==> config.mk <==
export PLATFORM = sky130hd
export DESIGN_NAME = bcd_7seg_scan_driver_flat
export DESIGN_NICKNAME = d
export VERILOG_FILES = /design/src/rtl/bcd_7seg_scan_driver_if.sv /design/src/rtl/bcd_7seg_scan_driver.sv /design/src/flat_wrapper.sv
export SDC_FILE = /design/constraint.sdc
export NUM_CORES = 1
export LEC_CHECK = 0
export BUFFER_PORTS_ARGS = -buffer_cell sky130_fd_sc_hd__buf_2
export CAP_MARGIN = 20
export CORE_AREA = 3 3 88 90
export DETAILED_ROUTE_END_ITERATION = 12
export DIE_AREA = 0 0 91 93
export GPL_TIMING_DRIVEN = 1
export HOLD_SLACK_MARGIN = 0.03
export SLEW_MARGIN = 20
export SYNTH_ARGS = -nofsm -noshare
export SYNTH_HDL_FRONTEND = slang
export SYNTH_SLANG_ARGS = --single-unit
==> constraint.sdc <==
create_clock -name clk -period 1.75 [get_ports clk]
set_input_delay 0.35 -clock clk [delete_from_list [all_inputs] [get_ports clk]]
set_output_delay 0.35 -clock clk [all_outputs]
set_load 0.05 [all_outputs]
==> src/rtl/bcd_7seg_scan_driver_if.sv <==
// Bundle between the BCD datapath and the scanned seven-segment driver.
// master = the datapath side, slave = the driver.
interface bcd_7seg_scan_driver_if #(
    parameter int unsigned DIGITS = 4
);
    localparam int unsigned IdxW = (DIGITS > 1) ? $clog2(DIGITS) : 1;

    logic [4*DIGITS-1:0] bcd_in;
    logic [DIGITS-1:0]   dp_in;
    logic                load;
    logic                blank_lz;
    logic [6:0]          seg;
    logic                dp;
    logic [DIGITS-1:0]   an;
    logic [IdxW-1:0]     digit_idx;

    modport master (
        output bcd_in, dp_in, load, blank_lz,
        input  seg, dp, an, digit_idx
    );

    modport slave (
        input  bcd_in, dp_in, load, blank_lz,
        output seg, dp, an, digit_idx
    );
endinterface

==> src/rtl/bcd_7seg_scan_driver.sv <==
// Multiplexed seven-segment scan driver: shadowed BCD, leading-zero blanking,
// "-" for invalid codes, selectable common-anode/cathode polarity.
module bcd_7seg_scan_driver #(
    parameter int unsigned DIGITS       = 4,
    parameter int unsigned REFRESH_DIV  = 1000,
    parameter int unsigned COMMON_ANODE = 0
) (
    input logic                   clk,
    input logic                   rst_n,
    bcd_7seg_scan_driver_if.slave bus
);
    localparam int unsigned     IdxW   = (DIGITS > 1) ? $clog2(DIGITS) : 1;
    localparam int unsigned     CntW   = (REFRESH_DIV > 1) ? $clog2(REFRESH_DIV) : 1;
    localparam logic [CntW-1:0] CntMax = CntW'(REFRESH_DIV - 1);
    localparam logic [IdxW-1:0] IdxMax = IdxW'(DIGITS - 1);
    localparam logic            Inv    = (COMMON_ANODE != 0);

    logic [CntW-1:0]     cnt_q, cnt_d;
    logic [IdxW-1:0]     idx_q, idx_d;
    logic [4*DIGITS-1:0] shadow_bcd_q, shadow_bcd_d;
    logic [DIGITS-1:0]   shadow_dp_q, shadow_dp_d;
    logic [6:0]          seg_q, seg_d;
    logic                dp_q, dp_d;
    logic [DIGITS-1:0]   an_q, an_d;
    logic [IdxW-1:0]     digit_idx_q, digit_idx_d;

    logic [DIGITS-1:0]   lz_blank;
    logic                all_zero;
    logic [3:0]          cur_code;
    logic                cur_dp;
    logic                cur_blank;
    logic [6:0]          seg_raw;
    logic [DIGITS-1:0]   an_raw;

    function automatic logic [6:0] decode(input logic [3:0] code);
        case (code)
            4'd0:    decode = 7'b1111110;
            4'd1:    decode = 7'b0110000;
            4'd2:    decode = 7'b1101101;
            4'd3:    decode = 7'b1111001;
            4'd4:    decode = 7'b0110011;
            4'd5:    decode = 7'b1011011;
            4'd6:    decode = 7'b1011111;
            4'd7:    decode = 7'b1110000;
            4'd8:    decode = 7'b1111111;
            4'd9:    decode = 7'b1111011;
            default: decode = 7'b0000001;
        endcase
    endfunction

    always_comb begin : next_state
        cnt_d        = cnt_q + 1'b1;
        idx_d        = idx_q;
        shadow_bcd_d = shadow_bcd_q;
        shadow_dp_d  = shadow_dp_q;
        if (cnt_q == CntMax) begin
            cnt_d = '0;
            idx_d = (idx_q == IdxMax) ? '0 : idx_q + 1'b1;
        end
        if (bus.load) begin
            shadow_bcd_d = bus.bcd_in;
            shadow_dp_d  = bus.dp_in;
        end
    end

    always_comb begin : display
        lz_blank  = '0;
        all_zero  = 1'b1;
        cur_code  = 4'd0;
        cur_dp    = 1'b0;
        cur_blank = 1'b0;
        an_raw    = '0;
        // Walk from the most significant digit down; a zero run from the top is blankable.
        for (int k = int'(DIGITS) - 1; k >= 0; k--) begin
            all_zero    = all_zero && (shadow_bcd_q[4*k +: 4] == 4'd0);
            lz_blank[k] = bus.blank_lz && all_zero && (k != 0);
        end
        for (int k = 0; k < int'(DIGITS); k++) begin
            if (idx_q == IdxW'(k)) begin
                cur_code  = shadow_bcd_q[4*k +: 4];
                cur_dp    = shadow_dp_q[k];
                cur_blank = lz_blank[k];
                an_raw[k] = 1'b1;
            end
        end
        seg_raw     = cur_blank ? 7'b0000000 : decode(cur_code);
        seg_d       = seg_raw ^ {7{Inv}};
        dp_d        = cur_dp ^ Inv;
        an_d        = an_raw ^ {DIGITS{Inv}};
        digit_idx_d = idx_q;
    end

    always_ff @(posedge clk or negedge rst_n) begin
        if (!rst_n) begin
            cnt_q        <= '0;
            idx_q        <= '0;
            shadow_bcd_q <= '0;
            shadow_dp_q  <= '0;
            seg_q        <= {7{Inv}};
            dp_q         <= Inv;
            an_q         <= {DIGITS{Inv}};
            digit_idx_q  <= '0;
        end else begin
            cnt_q        <= cnt_d;
            idx_q        <= idx_d;
            shadow_bcd_q <= shadow_bcd_d;
            shadow_dp_q  <= shadow_dp_d;
            seg_q        <= seg_d;
            dp_q         <= dp_d;
            an_q         <= an_d;
            digit_idx_q  <= digit_idx_d;
        end
    end

    assign bus.seg       = seg_q;
    assign bus.dp        = dp_q;
    assign bus.an        = an_q;
    assign bus.digit_idx = digit_idx_q;
endmodule

==> src/flat_wrapper.sv <==
// flat-port wrapper written by rule: the top's interface ports become plain ports
module bcd_7seg_scan_driver_flat 
#(
    parameter int unsigned DIGITS       = 4,
    parameter int unsigned REFRESH_DIV  = 1000,
    parameter int unsigned COMMON_ANODE = 0
)
  (clk, rst_n, bus_bcd_in, bus_dp_in, bus_load, bus_blank_lz, bus_seg, bus_dp, bus_an, bus_digit_idx);
  bcd_7seg_scan_driver_if #(.DIGITS(DIGITS)) bus_i ();
  input logic clk;
  input logic rst_n;
  input wire logic [$bits(bus_i.bcd_in)-1:0] bus_bcd_in;
  input wire logic [$bits(bus_i.dp_in)-1:0] bus_dp_in;
  input wire logic [$bits(bus_i.load)-1:0] bus_load;
  input wire logic [$bits(bus_i.blank_lz)-1:0] bus_blank_lz;
  output wire logic [$bits(bus_i.seg)-1:0] bus_seg;
  output wire logic [$bits(bus_i.dp)-1:0] bus_dp;
  output wire logic [$bits(bus_i.an)-1:0] bus_an;
  output wire logic [$bits(bus_i.digit_idx)-1:0] bus_digit_idx;
  assign bus_i.bcd_in = bus_bcd_in;
  assign bus_i.dp_in = bus_dp_in;
  assign bus_i.load = bus_load;
  assign bus_i.blank_lz = bus_blank_lz;
  assign bus_seg = bus_i.seg;
  assign bus_dp = bus_i.dp;
  assign bus_an = bus_i.an;
  assign bus_digit_idx = bus_i.digit_idx;
  bcd_7seg_scan_driver #(.DIGITS(DIGITS), .REFRESH_DIV(REFRESH_DIV), .COMMON_ANODE(COMMON_ANODE)) u_core (.clk(clk), .rst_n(rst_n), .bus(bus_i));
endmodule
; Word level (Yosys, flattened, before mapping)
; Memories as Yosys holds them, arrays and structs flattened.
; Index checks and enable logic that the tools add are counted.
[op_classes]
n_addsub = 2
eq_ne = 4
mux = 18
n_reduce_logical = 9
[ops]
columns = operator, count
row1 = two-way mux 4 bit, 4
row2 = zero test 4 bit, 3
row3 = two-way mux 1 bit, 11
row4 = adder 10 x 1 -> 10 bit (second input constant), 1
row5 = equality test 10 bit (second input constant), 1
row6 = two-way mux 10 bit, 1
row7 = two-way mux 7 bit, 1
row8 = logical AND 1 bit, 5
row9 = equality test 2 bit (second input constant), 2
row10 = adder 2 x 1 -> 2 bit (second input constant), 1
row11 = equality test 2 x 1 -> 1 bit (second input constant), 1
row12 = zero test 2 bit, 1
row13 = two-way mux 2 bit, 1
[word_totals]
out_inout_bits = 14
mem_count = 1
register_bits = 46
mem_bits_ro = 112
elab_cells = 42
[mem_list]
columns = name, words, width, rd, rd_clocked_by_memory_dff, wr, line
row1 = (no name shown), 16, 7, 1, 0, 0, bcd_7seg_scan_driver.sv:36  ; case (code)

; Longest topological paths before layout
; Gate-level depths: netlist (run 1).
[depth]
ltp_word = 8
ltp_mapped = 11
depth_no_buf = 10

; Worst setup path after synthesis (run 1)
; Ideal clock, no wire load.
[synth_path]
kind = register to register
from = reg u_core.idx_q[0], in the netlist u_core.digit_idx_d[0]
to = reg u_core.seg_q[3], in the netlist u_core.bus.seg[3]
t_required_ns = 1.673
stages_incl_launch_ff = 10
path_slack_ns = -0.164
n_path_buf = 0
arrival_ns = 1.837
cell_sequence = dfrtp_1 > ha_1 > inv_2 > nand2_1 > o221ai_2 > inv_1 > ha_1 > nor2_2 > nor2_1 > o21ai_1
[synth_between]
elab_chain_cells = 7
[synth_rtl]
columns = item, line
row1 = start: declaration, bcd_7seg_scan_driver.sv:19  ; logic [IdxW-1:0] idx_q, idx_d;
row2 = start signal: assignment, bcd_7seg_scan_driver.sv:105  ; idx_q <= idx_d;
row3 = zero test 2 bit, bcd_7seg_scan_driver.sv:79  ; if (idx_q == IdxW'(k)) begin
row4 = two-way mux 4 bit (4 in a row), bcd_7seg_scan_driver.sv:79
row5 = memory read (16 x 7 bit), --
row6 = two-way mux 7 bit (*), bcd_7seg_scan_driver.sv:86  ; seg_raw = cur_blank ? 7'b0000000 : decode(cur_code);
row7 = via u_core.seg_d[3], bcd_7seg_scan_driver.sv:22  ; logic [6:0] seg_q, seg_d;
row8 = end signal: assignment, bcd_7seg_scan_driver.sv:99  ; seg_q <= {7{Inv}};
row9 = end signal: assignment, bcd_7seg_scan_driver.sv:108  ; seg_q <= seg_d;
row10 = end: declaration, bcd_7seg_scan_driver.sv:22
; The timed path passes the listed nets; every way through them passes the cells marked *.
; A chain may end at the register's enable or synchronous reset.

; Worst setup path in the final report (run 1)
[layout_path]
from = reg u_core.idx_q[1], in the netlist u_core.digit_idx_d[1]
to = reg u_core.seg_q[3], in the netlist u_core.bus.seg[3]
; Same word-level chain as after synthesis.

==> results of run 1 <==
## state kept, by name, summed over array words and instances, names as in the netlist
signal and count:
u_core.shadow_bcd_q 16, u_core.cnt_q 10, u_core.bus.seg 7, u_core.bus.an 4, u_core.shadow_dp_q 4, u_core.bus.digit_idx 2, u_core.digit_idx_d 2, u_core.bus.dp 1
## critical path: cells and delay by family, from the launching register on
| kind | cells | cell delay, ps |
|---|---|---|
| AO/OA/AOI/OAI | 3 | 540 |
| adder cells (fa/ha/maj) | 2 | 480 |
| buffers and inverters | 1 | 110 |
| flip-flops | 1 | 480 |
| AND/OR/NAND/NOR | 3 | 170 |
## cell type report
| type | count | share of cell area [%] |
|---|---|---|
| Clock buffer | 5 | 2.45 |
| Clock inverter | 3 | 1.56 |
| Inverter | 5 | 0.935 |
| Multi-Input combinational cell | 118 | 36.6 |
| Sequential cell | 46 | 41.1 |
| Tap cell | 99 | 4.41 |
| Timing Repair Buffer | 59 | 13.0 |
## metal layers
metal	share of wire, %	track usage [%]
met1	46	13.4
met2	48	18.3
met3	4.1	2.25
met4	1.8	4.27
met5	0	0
## worst paths after layout
| path | to | slack, ps | cells after the start |
|---|---|---|---|
| min reg2reg | u_core.cnt_q[0]$_DFF_PN0_ | 460 | 1 |
| min in group asynchronous | u_core.bus.seg[4]$_DFF_PN0_ | 550 | 3 |
| max reg2reg | u_core.bus.seg[3]$_DFF_PN0_ | -120 | 9 |
| max in group asynchronous | u_core.digit_idx_d[1]$_DFFE_PN0N_ | 970 | 3 |
| min | u_core.shadow_bcd_q[8]$_DFFE_PN0P_ | 280 | 2 |
| max | u_core.bus.seg[3]$_DFF_PN0_ | -120 | 9 |
## timing repair
item	in CTS	in global routing
pin swaps	11	8
setup buffers	1	1
endpoints found under the setup margin	7	7
resized for setup	4	3
cloned	0	0
hold endpoints to repair	46	0
hold buffers	1	0
## cells by family after synthesis
| logic type | after synthesis |
|---|---|
| buffers and inverters | 10 |
| adder cells (fa/ha/maj) | 10 |
| XOR/XNOR | 7 |
| AND/OR/NAND/NOR | 53 |
| multiplexers | 21 |
| flip-flops | 46 |
| AO/OA/AOI/OAI | 27 |
## placed cells by master (no fill, tap or decap), types with 3 or more instances in the layout
cell and n:
o211ai_1 5, buf_4 20, nand3_1 7, nor4_1 3, ha_1 4, nand2_1 16
xnor2_1 3, dfrtp_1 44, xor2_1 4, o221ai_4 3, o21ai_0 4, nor2_1 11
inv_4 3, buf_2 37, ha_4 5, mux2_2 20, clkbuf_8 5, a21oi_1 5
## where the power goes
group	leakage, nW	switching (mW)	total [mW]	internal, mW
clock network	0.0585	0.372	0.800	0.428
logic	0.610	0.242	0.410	0.169
registers	0.557	0.0492	1.18	1.14
## through the flow
stage	instances	utilization (%)	TNS [ps]	hold slack [ps]	total power [mW]
final	335	39.4	-631	280	2.40
after global routing	335	39.4	-1500	272	2.51
after CTS	334	39.0	-745	269	2.42
after detailed placement	324	37.0	-874	347	1.60
after global placement	324	37.0	-427	350	1.59
after floorplan	174	-	-163	54.4	1.47
==> results.toml, run 1 <==
[outcome]
status = "finished with violations"
violations = "setup timing"

[sta]
setup_ws_ps = -117
tightest_slew_ps = 475
max_freq_mhz = 536
fin_crit_sh_pct = 107
drv_slew = 0
min_period_ps = 1870
setup-violations-final = 7
max_slew_margin_pct = 68.3
hold_viol_final = 0
grt_setup_unrepaired = "yes"
finClkSkew_ps = 10.0

[route]
first_iter_violations = 36
drtAntennaViolNets = 0
viasPerCell = 4.47
wl_um = 4370
vias = 1499
drc = 0
firstDrtPassIters = 4
post_drt_wl_per_cell_um = 13.0

[global_routing]
track_usage_pct = 10.8
grt_antenna_before_repair = 0
grt_pass1_vias = 1559
grt-ovfl-total = 0
grt_max_degree = 47
grt_pass1_wl_um = 7310

[place]
placedInstanceArea_mm2 = 0.00264
hpwl_um = 3380
port_buffers = 37
routabilityCongestion = 0.766
pre_cts_slack_ps = -157

[synth]
synth_fa_ha_area_share_pct = 5.94
synthArstFlopShare_pct = 100
yosysUniqueCellTypes = 37
synthesis.area_mm2 = 0.00211
yosys-top-cells-count = "46 x dfrtp_1, 20 x mux2_2, 18 x nand2_1, 11 x nor2_1, 10 x ha_1"
synth-xor-area-share_pct = 2.91
synth_edf_count = 0
yosysMostFrequentCell = "dfrtp_1"
synth_top_family_by_area = "simple AND/OR/NAND/NOR gates"
muxShareOfSynthArea_pct = 11.2
synth_top_area_cell = "dfrtp_1"
yosys-top-cells-area = "dfrtp_1 55%, mux2_2 11%, ha_1 5.9%"
yosys.area_share.simple_pct = 13.4
syn_nets = 208
synthCells = 174
ys_ff_latch = 46
synthFlopType = "dfrtp_1"
yosysWarnings = 0
synth_compound_area_share_pct = 9.33
synth_area_per_cell_um2 = 12.1
synth_top_area_share_pct = 54.7
ys_seq_area_share_pct = 54.7

[clocking]
cts_tree = "built"
cts.sinks = 46
clockRootBuffer = "clkbuf_8"
clk_path_buf_depth = 2
htreeDepth = 2
insertion_delay_ps = 300
clk_pin_slew_ps = 90
cts_buffers = 5

[die]
ios = 38
die_y_um = 93
start_util_pct = 29.5
dieArea_mm2 = 0.00846
core_area_mm2 = 0.00714
rows = 31
die_w_um = 91

[finish]
fin_nets = 269
synthToLayoutAreaGrowth_pct = 33.5
seq_area_mm2 = 0.00115
antennaDiodeCount = 0
fin_area_mm2 = 0.00281
multi_input_area_mm2 = 0.00103
fillers = 725
drive_above_1_share_pct = 48.7

[setup_path]
max_stage_delay_ps = 480
crit_path_start_kind = "flip-flop"
critPathArrivalTime_ps = 2060
setup.worst_path.start = "u_core.digit_idx_d[1]$_DFFE_PN0N_"
crit_slowest_cell = "dfrtp_2"
critical_path.endpoint_type = "flip-flop"
path_cells = "inv_4 -> ha_4 -> nand2_1 -> o211ai_1 -> o221ai_4 -> ha_4 -> nor2_2 -> nor2_1 -> o21ai_1"
worst-setup-path-type = "flip-flop to flip-flop"
critical_path_required_ps = 1950
r2r-start = "u_core.digit_idx_d[1]$_DFFE_PN0N_"
worst_path_most_repeated_cell = "ha_4"
critPathMaxFanout = 5

[worst_hold_path]
worst_hold_path_type = "input pin to flip-flop"
worstHoldStart = "bus_bcd_in[8]"

[pwr]
irDropWorstVdd_v = 0.000343
power.leakage_nw = 1.22
power_density_mw_per_mm2 = 852

[job]
maxCapViolations = 0
Note: power is estimated with default switching activity, not from simulation.
==> run 2, diff against run 1 <==
--- a/config.mk
+++ b/config.mk
@@ -10,6 +10,7 @@
 export CORE_AREA = 3 3 88 90
 export DETAILED_ROUTE_END_ITERATION = 12
 export DIE_AREA = 0 0 91 93
+export GPL_ROUTABILITY_DRIVEN = 0
 export GPL_TIMING_DRIVEN = 1
 export HOLD_SLACK_MARGIN = 0.03
 export SLEW_MARGIN = 20
==> constraint.sdc (replaced) <==
create_clock -name clk -period 1.7 [get_ports clk]
set_input_delay 0.34 -clock clk [delete_from_list [all_inputs] [get_ports clk]]
set_output_delay 0.34 -clock clk [all_outputs]
set_load 0.05 [all_outputs]
==> results.toml, run 2 (synthesized netlist as in run 1, its figures left out) <==
[clocking]
clk_path_buf_depth = 2
htreeDepth = 2
clk_pin_slew_ps = 90
cts.sinks = 46
cts_buffers = 5
insertion_delay_ps = 290
cts_tree = "built"
clockRootBuffer = "clkbuf_8"

[die]
rows = 31
die_y_um = 93
start_util_pct = 29.5
ios = 38
die_w_um = 91
dieArea_mm2 = 0.00846
core_area_mm2 = 0.00714

[setup_path]
critical_path.endpoint_type = "flip-flop"
reg2regPathDepth = 9
critPathArrivalTime_ps = 2020
crit_path_start_kind = "flip-flop"
critical_path_required_ps = 1880
crit_end = "u_core.bus.seg[3]$_DFF_PN0_"
max_stage_delay_ps = 480
rrSetupSlack_ps = -140
path_cells = "inv_4 -> ha_4 -> nand2_1 -> o211ai_1 -> o221ai_4 -> ha_4 -> nor2_2 -> nor2_1 -> o21ai_1"
r2r-start = "u_core.digit_idx_d[0]$_DFFE_PN0N_"
r2r-end = "u_core.bus.seg[3]$_DFF_PN0_"
crit_slowest_cell = "dfrtp_2"
critPathMaxFanout = 5
worst_path_most_repeated_cell = "ha_4"
worst-setup-path-type = "flip-flop to flip-flop"
setup.worst_path.start = "u_core.digit_idx_d[0]$_DFFE_PN0N_"

[finish]
top_register = "u_core.shadow_bcd_q"
drive_above_1_share_pct = 50.0
fin_util_pct = 39.4
layout_commonest_cell = "dfrtp_1"
fillers = 731
largest_register_ffs = 16
fin_nets = 271
antennaDiodeCount = 0
layout_common_cells = "44 x dfrtp_1, 37 x buf_2, 20 x mux2_2, 20 x buf_4, 17 x nand2_1"
synthToLayoutAreaGrowth_pct = 33.7
finalNonFillerCells = 337

[global_routing]
use_met2_pct = 17.8
track_usage_pct = 10.8
grt_pass1_vias = 1488
grt_max_degree = 32
busiest_layer = "met2"
grt_pass1_wl_um = 7300
use_met3_pct = 3.38
grt_antenna_before_repair = 0
gr-usage-met1_pct = 13.5
grt-ovfl-total = 0

[sta]
tightest_slew_ps = 466
hold_viol_final = 0
min_period_ps = 1840
max_freq_mhz = 544
fin_crit_sh_pct = 108
finClkSkew_ps = 6.07
max_slew_margin_pct = 68.9
setup_ws_ps = -138
setup-violations-final = 7
drv_slew = 0
grt_setup_unrepaired = "yes"

[pwr]
irDropWorstVdd_v = 0.000265
power.leakage_nw = 1.23
power_density_mw_per_mm2 = 810

[route]
vias = 1499
wl_um = 4220
drc = 0
viasPerCell = 4.45
post_drt_wl_per_cell_um = 12.5
drtAntennaViolNets = 0
firstDrtPassIters = 4
first_iter_violations = 47

[place]
port_buffers = 37
hpwl_um = 3310
dp.cells = 322

[job]
maxCapViolations = 0

[worst_hold_path]
worst_hold_path_type = "input pin to flip-flop"
worstHoldStart = "bus_dp_in[1]"

[outcome]
violations = "setup timing"
status = "finished with violations"
run 2: timing repair:
action,4_1_cts,5_1_grt
hold endpoints to repair,15,0
buffers inserted,3,3
resized for setup,7,6
endpoints found under the setup margin,7,7
pin swaps,5,13
hold buffers,1,0
run 2: how the worst min path moves through the flow:
stage | endpoint | slack (ps) | cells after the start
6_report | u_core.shadow_dp_q[1]$_DFFE_PN0P_ | 270 | 2
5_1_grt | u_core.shadow_bcd_q[14]$_DFFE_PN0P_ | 260 | 2
4_1_cts | u_core.shadow_dp_q[1]$_DFFE_PN0P_ | 260 | 2
3_5_place_dp | u_core.cnt_q[0]$_DFF_PN0_ | 290 | 1
3_3_place_gp | u_core.cnt_q[0]$_DFF_PN0_ | 280 | 1
2_1_floorplan | u_core.bus.an[0]$_DFF_PN0_ | 40 | 0
run 2: where the power goes:
| group | switching (mW) | internal (mW) |
|---|---|---|
| Clock | 0.352 | 0.290 |
| Sequential | 0.0508 | 1.17 |
| Combinational | 0.247 | 0.172 |
| Total | 0.649 | 1.63 |
run 2: cell type report:
cell class / instances / area [um^2] / area share, %
clock buffers: 6 / 72.6 / 2.58
multi-input cells: 118 / 1040 / 36.8
repair buffers: 61 / 388 / 13.8
flip-flops and latches: 46 / 1150 / 41.0
well taps: 99 / 124 / 4.40
inverters: 5 / 26.3 / 0.933
clock inverters: 2 / 13.8 / 0.489
run 2: through the flow:
stage	hold slack [ps]	instance area [um^2]	setup WS, ps	power, mW	setup TNS (ps)
after global routing	263	2820	-248	2.41	-1500
after detailed placement	286	2630	-186	1.64	-1010
after global placement	280	2630	-125	1.64	-746
after floorplan	44.4	2210	-94.1	1.51	-416
final	269	2820	-138	2.28	-677
after CTS	260	2770	-150	2.32	-876
run 2: worst max-delay path: cells and delay by family, from the launching register on:
kind                     cells  cell delay (ps)
AO/OA/AOI/OAI                3              500
adder cells (fa/ha/maj)      2              470
buffers and inverters        1              110
flip-flops                   1              480
AND/OR/NAND/NOR              3              170
run 2: layer usage:
metal | share of wire (%) | routed length, um
met5 | 0 | 0
met4 | 1.6 | 68
met3 | 5.6 | 235
met2 | 48 | 2010
met1 | 45 | 1900
